===== config.mk =====
export PLATFORM = sky130hd
export DESIGN_NAME = n101_ncyc_sram_ctrl_flat
export DESIGN_NICKNAME = d
export VERILOG_FILES = /design/src/rtl/n101_ncyc_sram_ctrl_if.sv /design/src/rtl/n101_ncyc_sram_ctrl.sv /design/src/flat_wrapper.sv
export SDC_FILE = /design/constraint.sdc
export NUM_CORES = 1
export LEC_CHECK = 0
export BUFFER_PORTS_ARGS = -buffer_cell sky130_fd_sc_hd__clkbuf_2
export CAP_MARGIN = 0
export CORE_UTILIZATION = 46
export DETAILED_ROUTE_END_ITERATION = 16
export PLACE_DENSITY = 0.77
export SETUP_SLACK_MARGIN = 0.1
export SYNTH_ARGS = -nofsm -noshare
export SYNTH_HDL_FRONTEND = slang
export SYNTH_SLANG_ARGS = --single-unit

===== constraint.sdc =====
create_clock -name clk -period 1.6 [get_ports clk]
set_input_delay 0.08 -clock clk [delete_from_list [all_inputs] [get_ports clk]]
set_output_delay 0.08 -clock clk [all_outputs]
set_load 0.005 [all_outputs]

===== src/rtl/n101_ncyc_sram_ctrl_if.sv =====
// rtl/n101_ncyc_sram_ctrl_if.sv - uop command/response channel bundle for the n-cycle SRAM controller
//
// Purpose: groups the uop-side valid/ready command and response channels.
// Signals:
//   uop_cmd_valid/ready      command handshake
//   uop_cmd_read             1=read, 0=write
//   uop_cmd_addr  [AW]       byte address
//   uop_cmd_wdata [DW]       write data
//   uop_cmd_wmask [MW]       byte write mask
//   uop_cmd_usr   [USR_W]    user tag carried to the response
//   uop_rsp_valid/ready      response handshake
//   uop_rsp_rdata [DW]       read data (0 for writes)
//   uop_rsp_usr   [USR_W]    returned user tag
//   uop_rsp_err              address error
// Modports: master = uop side, slave = controller.
interface n101_ncyc_sram_ctrl_if #(
  parameter int DW    = 32,
  parameter int MW    = 4,
  parameter int AW    = 32,
  parameter int USR_W = 3
);
  logic             uop_cmd_valid;
  logic             uop_cmd_ready;
  logic             uop_cmd_read;
  logic [AW-1:0]    uop_cmd_addr;
  logic [DW-1:0]    uop_cmd_wdata;
  logic [MW-1:0]    uop_cmd_wmask;
  logic [USR_W-1:0] uop_cmd_usr;
  logic             uop_rsp_valid;
  logic             uop_rsp_ready;
  logic [DW-1:0]    uop_rsp_rdata;
  logic [USR_W-1:0] uop_rsp_usr;
  logic             uop_rsp_err;

  modport master (
    output uop_cmd_valid, uop_cmd_read, uop_cmd_addr, uop_cmd_wdata,
           uop_cmd_wmask, uop_cmd_usr, uop_rsp_ready,
    input  uop_cmd_ready, uop_rsp_valid, uop_rsp_rdata, uop_rsp_usr, uop_rsp_err
  );

  modport slave (
    input  uop_cmd_valid, uop_cmd_read, uop_cmd_addr, uop_cmd_wdata,
           uop_cmd_wmask, uop_cmd_usr, uop_rsp_ready,
    output uop_cmd_ready, uop_rsp_valid, uop_rsp_rdata, uop_rsp_usr, uop_rsp_err
  );
endinterface


===== src/rtl/n101_ncyc_sram_ctrl.sv =====
// rtl/n101_ncyc_sram_ctrl.sv - multi-cycle-latency SRAM controller with response credit tracking
//
// Purpose: issues uop commands to a single-port SRAM with read latency LAT,
// tracks in-flight commands through a LAT-stage pipeline and buffers returned
// data in an RSP_DP-deep response FIFO so response backpressure never loses data.
// Optional feature macro: N101_SRAM_CTRL_ADDR_CHK_EN (word address range check
// against RAM_WORDS; out-of-range commands are not issued and respond with err=1).
// Ports:
//   clk, rst_n             core clock, asynchronous active-low reset
//   uop                    command/response channels (slave modport)
//   i_tcm_cgstop           force RAM clock enable
//   i_clkgate_bypass       clock-gate test bypass
//   i_stall_uop_cmd        block command acceptance
//   o_sram_ctrl_active     controller busy
//   o_ram_cs/addr/wem/din  RAM command
//   i_ram_dout             RAM read data, valid LAT cycles after ram_cs
//   o_clk_ram              gated RAM clock

// Latch-based clock gate: enable is captured while clk is low so the gated
// clock never glitches during the high phase.
module n101_clkgate (
  input  logic i_clk,
  input  logic i_en,
  input  logic i_bypass,
  output logic o_gclk
);
  logic r_en_lat;

  always_latch begin
    if (!i_clk) r_en_lat <= i_en | i_bypass;
  end

  assign o_gclk = i_clk & r_en_lat;
endmodule

module n101_ncyc_sram_ctrl #(
  parameter int DW        = 32,
  parameter int MW        = 4,
  parameter int AW        = 32,
  parameter int AW_LSB    = 3,
  parameter int USR_W     = 3,
  parameter int LAT       = 2,
  parameter int RSP_DP    = 3,
  parameter int RAM_WORDS = 1024
) (
  input  logic                 clk,
  input  logic                 rst_n,
  n101_ncyc_sram_ctrl_if.slave uop,
  input  logic                 i_tcm_cgstop,
  input  logic                 i_clkgate_bypass,
  input  logic                 i_stall_uop_cmd,
  output logic                 o_sram_ctrl_active,
  output logic                 o_ram_cs,
  output logic [AW-AW_LSB-1:0] o_ram_addr,
  output logic [MW-1:0]        o_ram_wem,
  output logic [DW-1:0]        o_ram_din,
  input  logic [DW-1:0]        i_ram_dout,
  output logic                 o_clk_ram
);
  localparam int RAW = AW - AW_LSB;
  localparam int CW  = $clog2(RSP_DP + 1);
  localparam int PW  = (RSP_DP > 1) ? $clog2(RSP_DP) : 1;
  localparam logic [CW-1:0]  CNT_MAX    = CW'(RSP_DP);
  localparam logic [PW-1:0]  PTR_LAST   = PW'(RSP_DP - 1);
  localparam logic [RAW-1:0] WORD_LIMIT = RAW'(RAM_WORDS);

  // ---------------------------------------------------------------------------
  // Command acceptance and credits
  // ---------------------------------------------------------------------------
  logic [CW-1:0]  r_cnt;
  logic           w_cmd_ready;
  logic           w_acc;
  logic [RAW-1:0] w_word_addr;
  logic           w_addr_oor;
  logic           w_addr_err;
  logic           w_unused;

  assign w_word_addr = uop.uop_cmd_addr[AW-1:AW_LSB];
  assign w_addr_oor  = (w_word_addr >= WORD_LIMIT);

`ifdef N101_SRAM_CTRL_ADDR_CHK_EN
  assign w_addr_err = w_addr_oor;
  assign w_unused   = &{1'b0, uop.uop_cmd_addr[AW_LSB-1:0]};
`else
  assign w_addr_err = 1'b0;
  assign w_unused   = &{1'b0, uop.uop_cmd_addr[AW_LSB-1:0], w_addr_oor};
`endif

  // Credits depend only on registered count, never on uop_rsp_ready.
  assign w_cmd_ready       = ~i_stall_uop_cmd & (r_cnt < CNT_MAX);
  assign uop.uop_cmd_ready = w_cmd_ready;
  assign w_acc             = uop.uop_cmd_valid & w_cmd_ready;

  // ---------------------------------------------------------------------------
  // RAM command
  // ---------------------------------------------------------------------------
  assign o_ram_cs   = w_acc & ~w_addr_err;
  assign o_ram_addr = w_word_addr;
  assign o_ram_wem  = {MW{~uop.uop_cmd_read}} & uop.uop_cmd_wmask;
  assign o_ram_din  = uop.uop_cmd_wdata;

  // ---------------------------------------------------------------------------
  // In-flight pipeline: stage k holds the command accepted k cycles ago
  // ---------------------------------------------------------------------------
  logic [LAT:1]     r_vld;
  logic [LAT:1]     r_rd;
  logic [LAT:1]     r_err;
  logic [USR_W-1:0] r_usr [1:LAT];

  always_ff @(posedge clk or negedge rst_n) begin
    if (!rst_n) begin
      r_vld <= '0;
      r_rd  <= '0;
      r_err <= '0;
      for (int i = 1; i <= LAT; i++) r_usr[i] <= '0;
    end else begin
      r_vld[1] <= w_acc;
      r_rd[1]  <= uop.uop_cmd_read;
      r_err[1] <= w_addr_err;
      r_usr[1] <= uop.uop_cmd_usr;
      for (int i = 2; i <= LAT; i++) begin
        r_vld[i] <= r_vld[i-1];
        r_rd[i]  <= r_rd[i-1];
        r_err[i] <= r_err[i-1];
        r_usr[i] <= r_usr[i-1];
      end
    end
  end

  logic             w_exit_vld;
  logic [DW-1:0]    w_exit_rdata;
  logic [USR_W-1:0] w_exit_usr;
  logic             w_exit_err;

  // Writes and rejected commands return zero data; the RAM is only sampled
  // for a legal read in its exit cycle.
  assign w_exit_vld   = r_vld[LAT];
  assign w_exit_rdata = (r_rd[LAT] & ~r_err[LAT]) ? i_ram_dout : '0;
  assign w_exit_usr   = r_usr[LAT];
  assign w_exit_err   = r_err[LAT];

  // ---------------------------------------------------------------------------
  // Response FIFO
  // ---------------------------------------------------------------------------
  logic [DW-1:0]     r_fifo_rdata [RSP_DP];
  logic [USR_W-1:0]  r_fifo_usr   [RSP_DP];
  logic [RSP_DP-1:0] r_fifo_err;
  logic [PW-1:0]     r_wptr;
  logic [PW-1:0]     r_rptr;
  logic [CW-1:0]     r_fcnt;
  logic              w_fifo_empty;
  logic              w_push;
  logic              w_pop;
  logic              w_rsp_valid;
  logic              w_rsp_fire;

  assign w_fifo_empty = (r_fcnt == '0);
  assign w_rsp_valid  = ~w_fifo_empty | w_exit_vld;
  assign w_rsp_fire   = w_rsp_valid & uop.uop_rsp_ready;
  // The exiting entry skips the FIFO only when it is bypassed and taken now.
  assign w_push       = w_exit_vld & ~(w_fifo_empty & uop.uop_rsp_ready);
  assign w_pop        = ~w_fifo_empty & uop.uop_rsp_ready;

  always_ff @(posedge clk or negedge rst_n) begin
    if (!rst_n) begin
      r_wptr     <= '0;
      r_rptr     <= '0;
      r_fcnt     <= '0;
      r_fifo_err <= '0;
      for (int i = 0; i < RSP_DP; i++) begin
        r_fifo_rdata[i] <= '0;
        r_fifo_usr[i]   <= '0;
      end
    end else begin
      if (w_push) begin
        r_fifo_rdata[r_wptr] <= w_exit_rdata;
        r_fifo_usr[r_wptr]   <= w_exit_usr;
        r_fifo_err[r_wptr]   <= w_exit_err;
        r_wptr               <= (r_wptr == PTR_LAST) ? '0 : r_wptr + 1'b1;
      end
      if (w_pop) begin
        r_rptr <= (r_rptr == PTR_LAST) ? '0 : r_rptr + 1'b1;
      end
      case ({w_push, w_pop})
        2'b10:   r_fcnt <= r_fcnt + 1'b1;
        2'b01:   r_fcnt <= r_fcnt - 1'b1;
        default: r_fcnt <= r_fcnt;
      endcase
    end
  end

  // Response output: FIFO head has priority, otherwise bypass the exiting entry.
  always_comb begin
    uop.uop_rsp_valid = w_rsp_valid;
    uop.uop_rsp_rdata = w_exit_rdata;
    uop.uop_rsp_usr   = w_exit_usr;
    uop.uop_rsp_err   = w_exit_vld & w_exit_err;
    if (!w_fifo_empty) begin
      uop.uop_rsp_rdata = r_fifo_rdata[r_rptr];
      uop.uop_rsp_usr   = r_fifo_usr[r_rptr];
      uop.uop_rsp_err   = r_fifo_err[r_rptr];
    end
  end

  // ---------------------------------------------------------------------------
  // Credit counter: in-flight commands plus buffered responses
  // ---------------------------------------------------------------------------
  always_ff @(posedge clk or negedge rst_n) begin
    if (!rst_n) begin
      r_cnt <= '0;
    end else begin
      case ({w_acc, w_rsp_fire})
        2'b10:   r_cnt <= r_cnt + 1'b1;
        2'b01:   r_cnt <= r_cnt - 1'b1;
        default: r_cnt <= r_cnt;
      endcase
    end
  end

  assign o_sram_ctrl_active = uop.uop_cmd_valid | (r_cnt != '0);

  // ---------------------------------------------------------------------------
  // RAM clock gating: run while issuing or while any read is still in flight
  // ---------------------------------------------------------------------------
  logic w_ram_clk_en;

  assign w_ram_clk_en = o_ram_cs | i_tcm_cgstop | (|r_vld);

  n101_clkgate u_clkgate (
    .i_clk    (clk),
    .i_en     (w_ram_clk_en),
    .i_bypass (i_clkgate_bypass),
    .o_gclk   (o_clk_ram)
  );
endmodule


===== src/flat_wrapper.sv =====
// flat-port wrapper written by rule: the top's interface ports become plain ports
module n101_ncyc_sram_ctrl_flat 
#(
  parameter int DW        = 32,
  parameter int MW        = 4,
  parameter int AW        = 32,
  parameter int AW_LSB    = 3,
  parameter int USR_W     = 3,
  parameter int LAT       = 2,
  parameter int RSP_DP    = 3,
  parameter int RAM_WORDS = 1024
)
  (clk, rst_n, i_tcm_cgstop, i_clkgate_bypass, i_stall_uop_cmd, o_sram_ctrl_active, o_ram_cs, o_ram_addr, o_ram_wem, o_ram_din, i_ram_dout, o_clk_ram, uop_uop_cmd_valid, uop_uop_cmd_read, uop_uop_cmd_addr, uop_uop_cmd_wdata, uop_uop_cmd_wmask, uop_uop_cmd_usr, uop_uop_rsp_ready, uop_uop_cmd_ready, uop_uop_rsp_valid, uop_uop_rsp_rdata, uop_uop_rsp_usr, uop_uop_rsp_err);
  n101_ncyc_sram_ctrl_if #(.DW(DW), .MW(MW), .AW(AW), .USR_W(USR_W)) uop_i ();
  input  logic clk;
  input  logic rst_n;
  input  logic i_tcm_cgstop;
  input  logic i_clkgate_bypass;
  input  logic i_stall_uop_cmd;
  output logic o_sram_ctrl_active;
  output logic o_ram_cs;
  output logic [AW-AW_LSB-1:0] o_ram_addr;
  output logic [MW-1:0] o_ram_wem;
  output logic [DW-1:0] o_ram_din;
  input  logic [DW-1:0] i_ram_dout;
  output logic o_clk_ram;
  input wire logic [$bits(uop_i.uop_cmd_valid)-1:0] uop_uop_cmd_valid;
  input wire logic [$bits(uop_i.uop_cmd_read)-1:0] uop_uop_cmd_read;
  input wire logic [$bits(uop_i.uop_cmd_addr)-1:0] uop_uop_cmd_addr;
  input wire logic [$bits(uop_i.uop_cmd_wdata)-1:0] uop_uop_cmd_wdata;
  input wire logic [$bits(uop_i.uop_cmd_wmask)-1:0] uop_uop_cmd_wmask;
  input wire logic [$bits(uop_i.uop_cmd_usr)-1:0] uop_uop_cmd_usr;
  input wire logic [$bits(uop_i.uop_rsp_ready)-1:0] uop_uop_rsp_ready;
  output wire logic [$bits(uop_i.uop_cmd_ready)-1:0] uop_uop_cmd_ready;
  output wire logic [$bits(uop_i.uop_rsp_valid)-1:0] uop_uop_rsp_valid;
  output wire logic [$bits(uop_i.uop_rsp_rdata)-1:0] uop_uop_rsp_rdata;
  output wire logic [$bits(uop_i.uop_rsp_usr)-1:0] uop_uop_rsp_usr;
  output wire logic [$bits(uop_i.uop_rsp_err)-1:0] uop_uop_rsp_err;
  assign uop_i.uop_cmd_valid = uop_uop_cmd_valid;
  assign uop_i.uop_cmd_read = uop_uop_cmd_read;
  assign uop_i.uop_cmd_addr = uop_uop_cmd_addr;
  assign uop_i.uop_cmd_wdata = uop_uop_cmd_wdata;
  assign uop_i.uop_cmd_wmask = uop_uop_cmd_wmask;
  assign uop_i.uop_cmd_usr = uop_uop_cmd_usr;
  assign uop_i.uop_rsp_ready = uop_uop_rsp_ready;
  assign uop_uop_cmd_ready = uop_i.uop_cmd_ready;
  assign uop_uop_rsp_valid = uop_i.uop_rsp_valid;
  assign uop_uop_rsp_rdata = uop_i.uop_rsp_rdata;
  assign uop_uop_rsp_usr = uop_i.uop_rsp_usr;
  assign uop_uop_rsp_err = uop_i.uop_rsp_err;
  n101_ncyc_sram_ctrl #(.DW(DW), .MW(MW), .AW(AW), .AW_LSB(AW_LSB), .USR_W(USR_W), .LAT(LAT), .RSP_DP(RSP_DP), .RAM_WORDS(RAM_WORDS)) u_core (.clk(clk), .rst_n(rst_n), .uop(uop_i), .i_tcm_cgstop(i_tcm_cgstop), .i_clkgate_bypass(i_clkgate_bypass), .i_stall_uop_cmd(i_stall_uop_cmd), .o_sram_ctrl_active(o_sram_ctrl_active), .o_ram_cs(o_ram_cs), .o_ram_addr(o_ram_addr), .o_ram_wem(o_ram_wem), .o_ram_din(o_ram_din), .i_ram_dout(i_ram_dout), .o_clk_ram(o_clk_ram));
endmodule

==> run metrics <==
layout cells sized above 1 57.1%; storage element area 0.00317 mm2; Clock power frac 21.8%; Iter 0 DRT Violations 229; synthesized flop and latch total 127; gr usage total 25.5%; Lkg Pwr 4.52 nW; max incr delay on CP 0.39 ns; gpl congestion 0.741; Synth Net Count 665; max_slew headroom 69.2%; final clock skew 0.0135 ns; Synth area leader dfrtp_1; Max FO, Critical Path 7; Pins Over Slew Limit 0; Core ar. 0.0139 mm2; Most common cell on crit path buf_6; antenna cells 0; vias in the first global route 5084; status complete, but fails checks; number of fill cells 890; latest clock arrival within the worst-skew pair 0.55 ns; r2r worst-path depth 9; post-route setup slack -0.519 ns; total number of vias 4966; hold crit path type in2reg; die width 122 um; Gate Count Post-Synth 552; Worst R2R Setup Slack -0.37 ns; Mean Syn Cell Area 11.9 um2; reg2reg end u_core.r_fifo_rdata[16]$_DFFE_PN0P_; multi-input logic area 0.00349 mm2; initial antenna violation count 0; top cell type's share of synthesized area 47.9%; Initial DRT Pass Iterations 5; Main synth FF type dfrtp_1; kind of critical path reg2out; Post-synth top cells dfrtp_1 (126), mux2_2 (77), buf_4 (63), a21oi_1 (40), nor2_1 (38); post-synth cell types 33; mapped cell area 0.00659 mm2; Area Overhead vs Synth 43.1%; Rows 43; CP Buf/Inv Count 4; Synth Warn # 0; Hold Startpoint i_ram_dout[10]; RSZ-0062 raised after global routing yes; drt drc 0; cell with the most instances after synthesis dfrtp_1; worst path cell trace buf_6, buf_6, or2_4, buf_8, nor2_2, a21oi_2, buf_2; first-pass GRT wire length 27.7 mm; achievable frequency 0.472 GHz; Comb power frac 50.1%; Pint 13.0 mW; largest cells by area after synthesis dfrtp_1 (48%), mux2_2 (13%), buf_4 (7.2%); CTS clk-pin slew, worst paths 0.06 ns; port bufs 91; via/cell ratio 5.72; pin count of the biggest net entering global routing 37; Starting Density 47.3%; critical path's slowest cell dfrtp_1; CP startpoint kind flop; Worst-Margin Slew 0.463 ns; overall die area 0.0148 mm2; ys async rst share 99.2%; GRT overflow 0; period utilization 132%; Worst path top cell family by delay buffers and inverters; Peak VDD IR 0.00127 V; Max Cap Viol 0; CP required 1.52 ns; die height 122 um; final core utilization 67.6%; violated checks negative setup slack; Worst Hold Depth 3; CP arrival 2.04 ns; crit end category output pin; wire per inst 23.0 um; CTS tree yes; Final nets 788; Sequential Power Share 28.0%; DP Worst Slack -0.167 ns; placed instance area 0.00721 mm2; switching share of power 34.0%; antenna viol nets, final 0; PwrDens 2080 mW/mm2; I/O Pins 217; Power Total 19.6 mW; post-DP HPWL 9.64 mm; number of flops mapped to enable cells by yosys 0; final hold vios 0; Final Cell Area 0.00942 mm2; Net Switching 6.67 mW; Post-Route WL 19.9 mm; Worst Hold Path EP u_core.r_fifo_rdata[10]$_DFFE_PN0P_; origin of the critical flop-to-flop path u_core.r_fcnt[0]$_DFFE_PN0P_; Period minus WS final 2.12 ns; Finish-stage setup viols 153
-- timing repair --
action | CTS | global route
gates cloned | 9 | 10
pin swaps | 10 | 24
resized for setup | 83 | 130
endpoints found under the setup margin | 148 | 157
setup buffers | 17 | 6
endpoints found under the hold margin | 181 | 0
hold buffers | 30 | 0
-- cell usage in the layout, fill, tap and decap left out, types with 5 or more instances in the layout --
cell             n
buf_2           18
mux2_2           7
clkbuf_2        72
buf_4           21
a2bb2oi_2        9
clkbuf_1         5
mux2_4          98
nor2_2           7
buf_16           7
nor2_4          22
buf_12          17
dlygate4sd3_1   30
nor2_1           9
mux2i_1         33
a21oi_1         15
a2bb2oi_1       23
clkbuf_16       25
buf_6           22
and2_1          34
dfrtp_1        125
a21oi_2         25
-- cell type report --
type / instances / area share, %
Clock buffer: 30 / 6.15
Clock inverter: 6 / 0.850
Inverter: 2 / 0.0797
Multi-Input combinational cell: 328 / 37.1
Sequential cell: 127 / 33.6
Tap cell: 180 / 2.39
Timing Repair Buffer: 195 / 19.8
-- cell families after synthesis --
logic type	count (synthesis)	share of synthesized area (%)
flip-flops	126	47.9
XOR/XNOR	6	0.798
buffers and inverters	99	9.77
adder cells (fa/ha/maj)	2	0.380
AO/OA/AOI/OAI	77	7.83
latches	1	0.228
AND/OR/NAND/NOR	100	8.09
multiplexers	141	25.0
-- sequential cells by signal (all words and copies together), names as in the netlist --
| name | cells |
|---|---|
| u_core.r_usr | 3 |
| u_core.r_fcnt | 2 |
| u_core.r_wptr | 2 |
| u_core.r_fifo_usr | 9 |
| u_core.w_exit_usr | 3 |
| u_core.r_fifo_err | 3 |
| u_core.u_clkgate.r_en_lat | 1 |
| u_core.r_fifo_rdata | 96 |
| u_core.r_rptr | 2 |
| u_core.r_cnt | 2 |
| u_core.r_vld | 2 |
| u_core.r_rd | 2 |
-- power groups by stage --
stage	combinational, mW	sequential, mW	clock, mW
finish	9.83	5.50	4.29
global route	10.4	5.59	4.44
CTS	7.96	5.33	4.25
detailed placement	6.92	5.30	0.0412
global placement	6.69	5.20	0.0412
floorplan	4.85	5.06	0.0216
-- routing by layer --
layer | routed length, um | vias up | GRT usage [%]
li1 | - | 2123 | -
met1 | 8100 | 2522 | 29.7
met2 | 9970 | 238 | 42.6
met3 | 1100 | 83 | 6.84
met4 | 786 | 0 | 14.0
met5 | 0 | - | 0
-- worst min-delay path, stage by stage --
cell	delay, ns
clkbuf_2	0.09
and2_1	0.19
mux2_4	0.16
-- metrics by stage --
stage          TNS, ns  instances  hold slack, ns
2_1_floorplan    -4.74        552          -0.216
3_3_place_gp     -5.70        765          0.0499
3_5_place_dp     -9.10        765          0.0564
4_1_cts         -41.24        856       0.0000798
5_1_grt         -52.55        868          0.0288
6_report        -45.14        868          0.0195
-- how the worst max path moves through the flow --
| stage | start | slack, ns | to | cells past startpoint |
|---|---|---|---|---|
| 6_report | u_core.r_fcnt[1]$_DFFE_PN0P_ | -0.52 | uop_uop_rsp_rdata[23] | 7 |
| 5_1_grt | u_core.r_fcnt[1]$_DFFE_PN0P_ | -0.54 | uop_uop_rsp_rdata[23] | 7 |
| 4_1_cts | u_core.r_fcnt[1]$_DFFE_PN0P_ | -0.48 | uop_uop_rsp_rdata[29] | 7 |
| 3_5_place_dp | u_core.r_wptr[1]$_DFFE_PN0P_ | -0.17 | u_core.r_fifo_rdata[75]$_DFFE_PN0P_ | 3 |
| 3_3_place_gp | u_core.r_wptr[1]$_DFFE_PN0P_ | -0.13 | u_core.r_fifo_rdata[79]$_DFFE_PN0P_ | 3 |
| 2_1_floorplan | u_core.r_fcnt[0]$_DFFE_PN0P_ | -0.09 | u_core.r_fifo_rdata[39]$_DFFE_PN0P_ | 5 |
No activity file was read; power rests on OpenSTA's default activity.
